$ cat src/rtl/pipe_pattern_engine.sv
// Pattern generator/checker pair for throttled PipeOut/PipeIn endpoints with block-granular ready.
// Optional error injection on the generator is enabled by defining PIPE_PATTERN_INJECT_EN.

module pipe_pattern_ready_fsm #(
    parameter int BLOCK_WORDS = 256
) (
    input  logic       clk,
    input  logic       reset_n,
    input  logic       grant,
    input  logic       strobe,
    output logic       ready,
    output logic [1:0] state_dbg
);
    typedef enum logic [1:0] {ST_IDLE = 2'd0, ST_ACTIVE = 2'd1, ST_GAP = 2'd2} state_t;
    localparam int CW = $clog2(BLOCK_WORDS);

    state_t        state_q, state_d;
    logic [CW-1:0] cnt_q, cnt_d;

    always_ff @(posedge clk) begin
        if (!reset_n) begin
            state_q <= ST_IDLE;
            cnt_q   <= '0;
        end else begin
            state_q <= state_d;
            cnt_q   <= cnt_d;
        end
    end

    always_comb begin
        state_d = state_q;
        cnt_d   = cnt_q;
        case (state_q)
            ST_IDLE:   if (grant) state_d = ST_ACTIVE;
            ST_ACTIVE: begin
                // Only strobes seen while ready is high count toward the block.
                if (strobe) begin
                    if (cnt_q == CW'(BLOCK_WORDS - 1)) begin
                        cnt_d   = '0;
                        state_d = ST_GAP;
                    end else begin
                        cnt_d = cnt_q + CW'(1);
                    end
                end
            end
            default:   state_d = ST_IDLE;
        endcase
    end

    assign ready     = (state_q == ST_ACTIVE);
    assign state_dbg = state_q;
endmodule

module pipe_pattern_engine #(
    parameter int DATA_WIDTH  = 32,
    parameter int BLOCK_WORDS = 256,
    parameter int ERR_WIDTH   = 32
) (
    input  logic                  clk,
    input  logic                  reset_n,
    input  logic [2:0]            mode,
    input  logic [31:0]           seed,
    input  logic                  throttle_set,
    input  logic [31:0]           throttle_val,
    input  logic                  gen_read,
`ifdef PIPE_PATTERN_INJECT_EN
    input  logic                  inject_err,
`endif
    output logic [DATA_WIDTH-1:0] gen_data,
    output logic                  gen_ready,
    input  logic                  chk_write,
    input  logic [DATA_WIDTH-1:0] chk_data,
    output logic                  chk_ready,
    output logic [ERR_WIDTH-1:0]  error_count,
    output logic                  first_err_valid,
    output logic [31:0]           first_err_index,
    output logic [31:0]           word_count,
    output logic [1:0]            gen_state_dbg,
    output logic [1:0]            chk_state_dbg
);
    localparam int          LANES   = DATA_WIDTH / 32;
    localparam logic [31:0] LANES_W = 32'(LANES);

    function automatic logic [31:0] lfsr_step(input logic [31:0] s);
        return {s[30:0], s[31] ^ s[21] ^ s[1] ^ s[0]};
    endfunction

    function automatic logic [31:0] lfsr_adv(input logic [31:0] s);
        logic [31:0] r;
        r = s;
        for (int i = 0; i < LANES; i++) r = lfsr_step(r);
        return r;
    endfunction

    // lfsr holds the state for lane 0 of word n; later lanes step from there.
    function automatic logic [DATA_WIDTH-1:0] pattern_word(input logic [2:0] m, input logic [31:0] s,
                                                           input logic [31:0] n, input logic [31:0] lfsr);
        logic [DATA_WIDTH-1:0] w;
        logic [31:0]           st;
        logic [31:0]           pos;
        w  = '0;
        st = lfsr;
        for (int k = 0; k < LANES; k++) begin
            pos = n * LANES_W + 32'(k);
            case (m)
                3'd1:    w[32*k +: 32] = st;
                3'd2:    w[32*k +: 32] = 32'd1 << pos[4:0];
                3'd3:    w[32*k +: 32] = s;
                3'd4:    w[32*k +: 32] = n[0] ? ~s : s;
                default: w[32*k +: 32] = pos;
            endcase
            st = lfsr_step(st);
        end
        return w;
    endfunction

    logic [2:0]            mode_q;
    logic [31:0]           seed_q;
    logic [31:0]           gen_idx_q, gen_idx_d, gen_lfsr_q, gen_lfsr_d;
    logic [DATA_WIDTH-1:0] gen_data_q, gen_data_d;
    logic [31:0]           chk_idx_q, chk_idx_d, chk_lfsr_q, chk_lfsr_d;
    logic [ERR_WIDTH-1:0]  err_q, err_d;
    logic                  first_valid_q, first_valid_d;
    logic [31:0]           first_idx_q, first_idx_d;
    logic [31:0]           wc_q, wc_d;
    logic [31:0]           thr_q, thr_d;
    logic [31:0]           lfsr_init;
    logic [DATA_WIDTH-1:0] rst_word;
    logic [DATA_WIDTH-1:0] chk_exp;
`ifdef PIPE_PATTERN_INJECT_EN
    logic                  inj_q, inj_d;
`endif

    assign lfsr_init = (seed == 32'd0) ? 32'd1 : seed;
    assign rst_word  = pattern_word(mode, seed, 32'd0, lfsr_init);
    assign chk_exp   = pattern_word(mode_q, seed_q, chk_idx_q, chk_lfsr_q);

    always_comb begin
        gen_idx_d     = gen_idx_q;
        gen_lfsr_d    = gen_lfsr_q;
        chk_idx_d     = chk_idx_q;
        chk_lfsr_d    = chk_lfsr_q;
        err_d         = err_q;
        first_valid_d = first_valid_q;
        first_idx_d   = first_idx_q;
        wc_d          = wc_q;
        thr_d         = throttle_set ? throttle_val : {thr_q[30:0], thr_q[31]};
        if (gen_read) begin
            gen_idx_d  = gen_idx_q + 32'd1;
            gen_lfsr_d = lfsr_adv(gen_lfsr_q);
        end
        if (chk_write) begin
            chk_idx_d  = chk_idx_q + 32'd1;
            chk_lfsr_d = lfsr_adv(chk_lfsr_q);
            wc_d       = wc_q + 32'd1;
            if (chk_data != chk_exp) begin
                if (err_q != {ERR_WIDTH{1'b1}}) err_d = err_q + ERR_WIDTH'(1);
                if (!first_valid_q) begin
                    first_valid_d = 1'b1;
                    first_idx_d   = chk_idx_q;
                end
            end
        end
        gen_data_d = pattern_word(mode_q, seed_q, gen_idx_d, gen_lfsr_d);
`ifdef PIPE_PATTERN_INJECT_EN
        inj_d = inj_q | inject_err;
        if (gen_read && inj_d) begin
            gen_data_d[0] = ~gen_data_d[0];
            inj_d         = 1'b0;
        end
`endif
    end

    always_ff @(posedge clk) begin
        if (!reset_n) begin
            mode_q        <= mode;
            seed_q        <= seed;
            gen_idx_q     <= '0;
            gen_lfsr_q    <= lfsr_init;
            gen_data_q    <= rst_word;
            chk_idx_q     <= '0;
            chk_lfsr_q    <= lfsr_init;
            err_q         <= '0;
            first_valid_q <= 1'b0;
            first_idx_q   <= '0;
            wc_q          <= '0;
            thr_q         <= 32'hFFFF_FFFF;
`ifdef PIPE_PATTERN_INJECT_EN
            inj_q         <= 1'b0;
`endif
        end else begin
            gen_idx_q     <= gen_idx_d;
            gen_lfsr_q    <= gen_lfsr_d;
            gen_data_q    <= gen_data_d;
            chk_idx_q     <= chk_idx_d;
            chk_lfsr_q    <= chk_lfsr_d;
            err_q         <= err_d;
            first_valid_q <= first_valid_d;
            first_idx_q   <= first_idx_d;
            wc_q          <= wc_d;
            thr_q         <= thr_d;
`ifdef PIPE_PATTERN_INJECT_EN
            inj_q         <= inj_d;
`endif
        end
    end

    pipe_pattern_ready_fsm #(.BLOCK_WORDS(BLOCK_WORDS)) u_gen_fsm (
        .clk(clk), .reset_n(reset_n), .grant(thr_q[31]), .strobe(gen_read),
        .ready(gen_ready), .state_dbg(gen_state_dbg)
    );

    pipe_pattern_ready_fsm #(.BLOCK_WORDS(BLOCK_WORDS)) u_chk_fsm (
        .clk(clk), .reset_n(reset_n), .grant(thr_q[31]), .strobe(chk_write),
        .ready(chk_ready), .state_dbg(chk_state_dbg)
    );

    assign gen_data        = gen_data_q;
    assign error_count     = err_q;
    assign first_err_valid = first_valid_q;
    assign first_err_index = first_idx_q;
    assign word_count      = wc_q;
endmodule

$ cat config.mk
export PLATFORM = sky130hd
export DESIGN_NAME = pipe_pattern_engine
export DESIGN_NICKNAME = d
export VERILOG_FILES = /design/src/rtl/pipe_pattern_engine.sv
export SDC_FILE = /design/constraint.sdc
export NUM_CORES = 1
export LEC_CHECK = 0
export BUFFER_PORTS_ARGS = -buffer_cell sky130_fd_sc_hd__buf_2
export CAP_MARGIN = 20
export CORE_ASPECT_RATIO = 1.1
export CORE_MARGIN = 2
export CORE_UTILIZATION = 56
export DETAILED_ROUTE_END_ITERATION = 12
export MAX_ROUTING_LAYER = met4
export PLACE_DENSITY = 0.83
export SYNTH_ARGS = -nofsm -noshare
export SYNTH_HDL_FRONTEND = slang
export SYNTH_SLANG_ARGS = --single-unit
$ cat constraint.sdc
create_clock -name clk -period 9.4 [get_ports clk]
set_input_delay 0.94 -clock clk [delete_from_list [all_inputs] [get_ports clk]]
set_output_delay 0.94 -clock clk [all_outputs]
set_load 0.02 [all_outputs]
# After elaboration in Yosys (flattened, before gate mapping)

Index checks and enable logic that the tools add are counted.

$add $sub $neg: 6
Equal/unequal tests: 21
Shift operators: 2
Muxes and demuxes: 22
Bitwise logic cells: 8
Reductions and logical operators: 11

Operators by type and width:

| kind                                                  | count |
|---|---|
| 2-to-1 mux 32 bit                                     | 10 |
| case mux 32 bit (4 select lines)                      | 2 |
| adder 32 x 1 -> 32 bit, second input constant         | 4 |
| case mux 32 bit (3 select lines)                      | 1 |
| << shifter 1 x 5 -> 32 bit, first input constant      | 2 |
| zero test 32 bit                                      | 1 |
| inequality test 32 bit                                | 1 |
| inequality test 32 bit, second input constant         | 1 |
| inverter 32 bit                                       | 1 |
| adder 8 x 1 -> 8 bit, second input constant           | 2 |
| == test 8 bit, second input constant                  | 2 |
| 2-to-1 mux 8 bit                                      | 2 |
| == test 3 x 2 -> 1 bit, second input constant         | 4 |
| AND reduction 3 bit                                   | 4 |
| 2-to-1 mux 2 bit                                      | 5 |
| inequality test 2 bit, second input constant          | 4 |
| case mux 2 bit (2 select lines)                       | 2 |
| == test 3 x 1 -> 1 bit, second input constant         | 2 |
| == test 3 bit, second input constant                  | 2 |
| inequality test 2 x 1 -> 1 bit, second input constant | 3 |
| AND reduction 2 bit                                   | 3 |
| XOR 1 bit                                             | 6 |
| == test 2 x 1 -> 1 bit, second input constant         | 2 |
| zero test 2 bit                                       | 2 |
| 2 further kinds                                       | 2 |

Register bits after elaboration: 344
Input bits: 104
Output and inout bits: 135
Word-level logic and storage cells: 86

# Logic depth before layout (Yosys ltp)

Word-level depth: 6
Gate-level depth with buffers: 15
Depth with buffers taken out: 10

# By module

A second synthesis with hierarchy kept.

Cells, all modules: 1865
Area, all modules: 17246.5 µm²

By module, submodules not included:

| module                 | times used | cells each | area each (µm²) | sequential area each (µm²) |
|---|---|---|---|---|
| pipe_pattern_engine    | 1          | 1757       | 16253.1         | 7156.9 |
| pipe_pattern_ready_fsm | 2          | 54         | 496.7           | 200.2 |

# Least setup slack after synthesis

OpenSTA, ideal clock, no wires.

Path type: input-to-reg
Start: in chk_data[25]
End: reg first_idx_q[10], in the netlist first_err_index[10]
Library setup time: 115 ps
Arrival time: 3172 ps
Required time: 9285 ps
Slack: 6113 ps
Stages on the path: 11
Buffers on the path: 2
Cell sequence: nor2b_1 a2111oi_2 o2111ai_1 o41ai_1 nand4_1 or4_4 o211a_1 buf_6 buf_6 nand3_2 o21ai_2

Cells in the longest elaborated chain, start to end: 2

Ends and longest elaborated chain:

| what                                 | line | RTL |
|---|---|---|
| start, declared                      | 72   | `input logic [DATA_WIDTH-1:0] chk_data,` |
| inequality test 32 bit               | 156  | `if (chk_data != chk_exp) begin` |
| AND reduction 3 bit (no source line) | -    |  |
| end signal, assigned                 | 199  | `first_idx_q <= first_idx_d;` |
| end, declared                        | 124  | `logic [31:0] first_idx_q, first_idx_d;` |

Every way passes these cells.
A chain may end at the register's enable or synchronous reset.

# Worst setup path after layout

Start: reg mode_q[1]
End: reg err_q[1], in the netlist error_count[1]

Cells in the longest elaborated chain, start to end: 4
Elaborated cells on any way between the ends: 7
Classes of those cells: eq/ne (5); mux (1); reduce/logical (1)

Ends and longest elaborated chain:

| what                                        | line | RTL |
|---|---|---|
| start, declared                             | 117  | `logic [2:0] mode_q;` |
| start signal, assigned                      | 176  | `mode_q <= mode;` |
| == test 3 bit, or another cell as far along | 105  | `case (m)` |
| case mux 32 bit (4 select lines) (*)        | 105  |  |
| inequality test 32 bit (*)                  | 156  |  |
| AND reduction 3 bit (no source line) (*)    | -    |  |
| end signal, assigned                        | 197  | `err_q <= err_d;` |
| end, declared                               | 122  | `logic [ERR_WIDTH-1:0] err_q, err_d;` |

Every way passes the cells marked *; elsewhere a longest branch is shown, timed or not.

==> impl_metrics.toml <==
[floorplanning]
fp.dieArea_um2 = 32900
placeableCoreArea_um2 = 31100
floorplan.io_pins = 239
start_util = 0.566
die_height_um = 190
placementRows = 68
die_width_um = 173

[global_routing]
track_usage = 0.301
grt_pass1_vias = 14596
grt_first_pass_wirelength_um = 78000
grt_overflow_total = 0
initial_antenna_violation_count = 4
grt_max_degree = 104

[routing]
detail_route.iter0.violations = 1444
drtAntennaViolNets = 0
drt-wirelength-per-cell_um = 19.6
drt_first_pass_iters = 6
drt_drc_violations_left = 0
vias_per_cell = 6.06
route.final.wire_length_um = 49700
num_vias = 15360

[sta]
timing.clock.skew_ps = 21.6
clock.fmax_ghz = 0.220
post_route_setup_tns_ps = 0
setup_violators_final = 0
final.period_utilization = 0.483
relSlewSlack = 0.296
rsz0062_at_grt = "no"
hold_violation_count_in_the_final_report = 0
timing_worst_slew_pin_value_ps = 1060
report.final.slew_viol_count = 0
final.min_clock_period_ps = 4540

[synthesis]
syn_avg_cell_area_um2 = 9.18
synth_fp_nets = 2033
seq_total_area_yosys = 0.429
synthCells = 1918
yosys.cell_types.count = 81
yosys_warnings = 0
synth_top_family_by_area = "simple AND/OR/NAND/NOR gates"
post_synth_instance_area_um2 = 17600
commonest_register_cell_after_synthesis = "sky130_fd_sc_hd__dfxtp_1"
yosys.area_share.simple = 0.210
yosys_register_bits = 344
synth_compound_area_frac = 0.148
synth.area.mux_share = 0.0749
edff_count_synth = 67
synth_adder_area_share = 0.00781
synthArstFlopShare = 0
yosys.area_share.xor_xnor = 0.0860

[placement]
port-buffer-count = 238
dp.cells = 2464
gp_congestion = 0.999
post_detail_place_hpwl_um = 35100

[finish]
fin_nets = 2197
area_of_combinational_cells_with_multiple_inputs_um2 = 9310
fillerInstances = 2539
area_growth_pct = 13.7
stdcell_count = 2533
final_layout_size_suffix_gt1_frac = 0.206
most-common-layout-cells = "sky130_fd_sc_hd__dfxtp_1 (276), sky130_fd_sc_hd__buf_2 (237), sky130_fd_sc_hd__nand2_1 (203)"
seqCellArea_um2 = 7560
final_common_cell = "sky130_fd_sc_hd__dfxtp_1"

[worst_setup_path]
worst_path_dominant_cell_family = "simple AND/OR/NAND/NOR gates"
critical_path.slowest_cell = "sky130_fd_sc_hd__nor4b_4"
critical_path.endpoint_type = "flop"
worst-path-max-fanout = 63
cpPeakStageDelay_ps = 770
worst_ep_arrival_time_ps = 4940
category_of_the_worst_setup_path_launch_point = "flop"
path_class = "reg -> reg"
worstPathBufferInverterCount = 1
timing.critical_path.required_ps = 9800
path_cells = "buf_4 -> nor4b_4 -> nand3_1 -> and4_1 -> nor4b_1 -> nand4_1 -> or4_4 -> o21bai_4 -> mux2i_1 -> nor2_1"

[clocking]
hold_buffers = 0
cts-root-buf = "sky130_fd_sc_hd__clkbuf_16"
cts_inserted_buffers = 35
clockBufferDepth = 3
tritoncts_clock_tree = "built"
cts_repair_resize_count = 0
ctsHtreeMaxLevel = 2
numClockSinks = 344
clk_pin_slew_ps = 60
worstSkewPairLatency_ps = 530
postCtsSetupBuffers = 0

[power]
power-per-cell-area_nw_per_um2 = 177
irDropWorstVdd_mv = 0.143
finalPower_mw = 3.55
power_frac_comb = 0.149
power.internal_mw = 2.58
swShare = 0.273
p_seq_frac = 0.462
power.share.clock = 0.389
power.leakage_nw = 7.77
switchingPower_mw = 0.970

[job]
max_cap_violations = 0

[outcome]
result_of_the_run = "completed"

[worst_hold_path]
worst_hold_class = "reg -> reg"
path summary, 6_finish.rpt:
kind | start | end | slack (ps) | depth (start not counted)
max | mode_q[1] | error_count[1] | 4860 | 10
min | thr_q[1] | thr_q[2] | 450 | 2
max reg2reg | mode_q[1] | error_count[1] | 4860 | 10
min reg2reg | thr_q[1] | thr_q[2] | 450 | 2
per-layer routing:
metal / track usage / share of wire / vias to the layer above / wire length, µm
met4: 0.113 / 0.037 / 0 / 1860
met3: 0.0404 / 0.077 / 123 / 3840
li1: - / - / 7236 / -
met1: 0.387 / 0.42 / 7324 / 20800
met2: 0.486 / 0.47 / 677 / 23200
met5: - / 0 / - / 0
layout make-up:
class,count,area share
multi-input cells,1416,0.465
flip-flops and latches,344,0.377
repair buffers,255,0.0683
clock buffers,55,0.0537
well taps,420,0.0262
inverters,30,0.00575
clock inverters,9,0.00337
diodes,4,0.000500
metrics by stage:
step | utilization | area, µm² | hold slack [ps] | setup WS (ps)
2_1_floorplan | - | 17600 | 418 | 6110
3_3_place_gp | 0.604 | 18800 | 421 | 4960
3_5_place_dp | 0.605 | 18800 | 430 | 4930
4_1_cts | 0.642 | 20000 | 448 | 4890
5_1_grt | 0.643 | 20000 | 463 | 4590
6_report | 0.643 | 20000 | 446 | 4860
registers in the layout, summed over array words and instances (netlist names), 3 cells and up:
register and count:
first_err_index 32, gen_lfsr_q 32, error_count 32, chk_lfsr_q 32, word_count 32, u_chk_fsm.cnt_q 8
u_gen_fsm.cnt_q 8, seed_q 32, mode_q 3, gen_data 32, gen_idx_q 32, chk_idx_q 32
thr_q 32
power by group through the flow:
stage               registers, mW  clock network, mW  logic [mW]
floorplan                    1.68                  0       0.354
global placement             1.67                  0       0.508
detailed placement           1.67                  0       0.516
CTS                          1.64               1.39       0.520
global route                 1.65               1.46       0.569
finish                       1.64               1.38       0.529
tightest hold or removal path, cell delays in order (launching register included):
cell,delay [ps]
sky130_fd_sc_hd__dfxtp_1,300
sky130_fd_sc_hd__mux2i_1,60
sky130_fd_sc_hd__nand2_1,60
cell families (layout without fill, tap and decap cells):
group	count (synthesis)	after routing
AND/OR/NAND/NOR	728	728
AO/OA/AOI/OAI	379	379
flip-flops	344	344
XOR/XNOR	173	173
buffers and inverters	158	349
multiplexers	125	125
adder cells (fa/ha/maj)	11	11
other	0	4
Yosys cell counts (all sizes together) (13+ instances only):
cell / count / area [µm²]
and4: 15 / 131
inv: 30 / 113
mux2i: 85 / 851
mux2: 40 / 469
xor2: 90 / 788
clkbuf: 65 / 245
a32o: 22 / 220
nand3: 106 / 671
buf: 63 / 415
or3: 29 / 186
dfxtp: 277 / 5550
and3: 24 / 150
a31oi: 13 / 81.3
or4: 14 / 113
nand2b: 16 / 100
nor2b: 15 / 101
o21ai: 107 / 667
nor2: 192 / 728
a21oi: 86 / 430
edfxtp: 67 / 2010
and2: 13 / 81.3
nand2: 203 / 762
a22oi: 39 / 308
o22ai: 30 / 188
xnor2: 83 / 727
nand4: 38 / 238
nor4b: 13 / 135
nor3: 24 / 120
No activity file was read; power rests on OpenSTA's default activity.
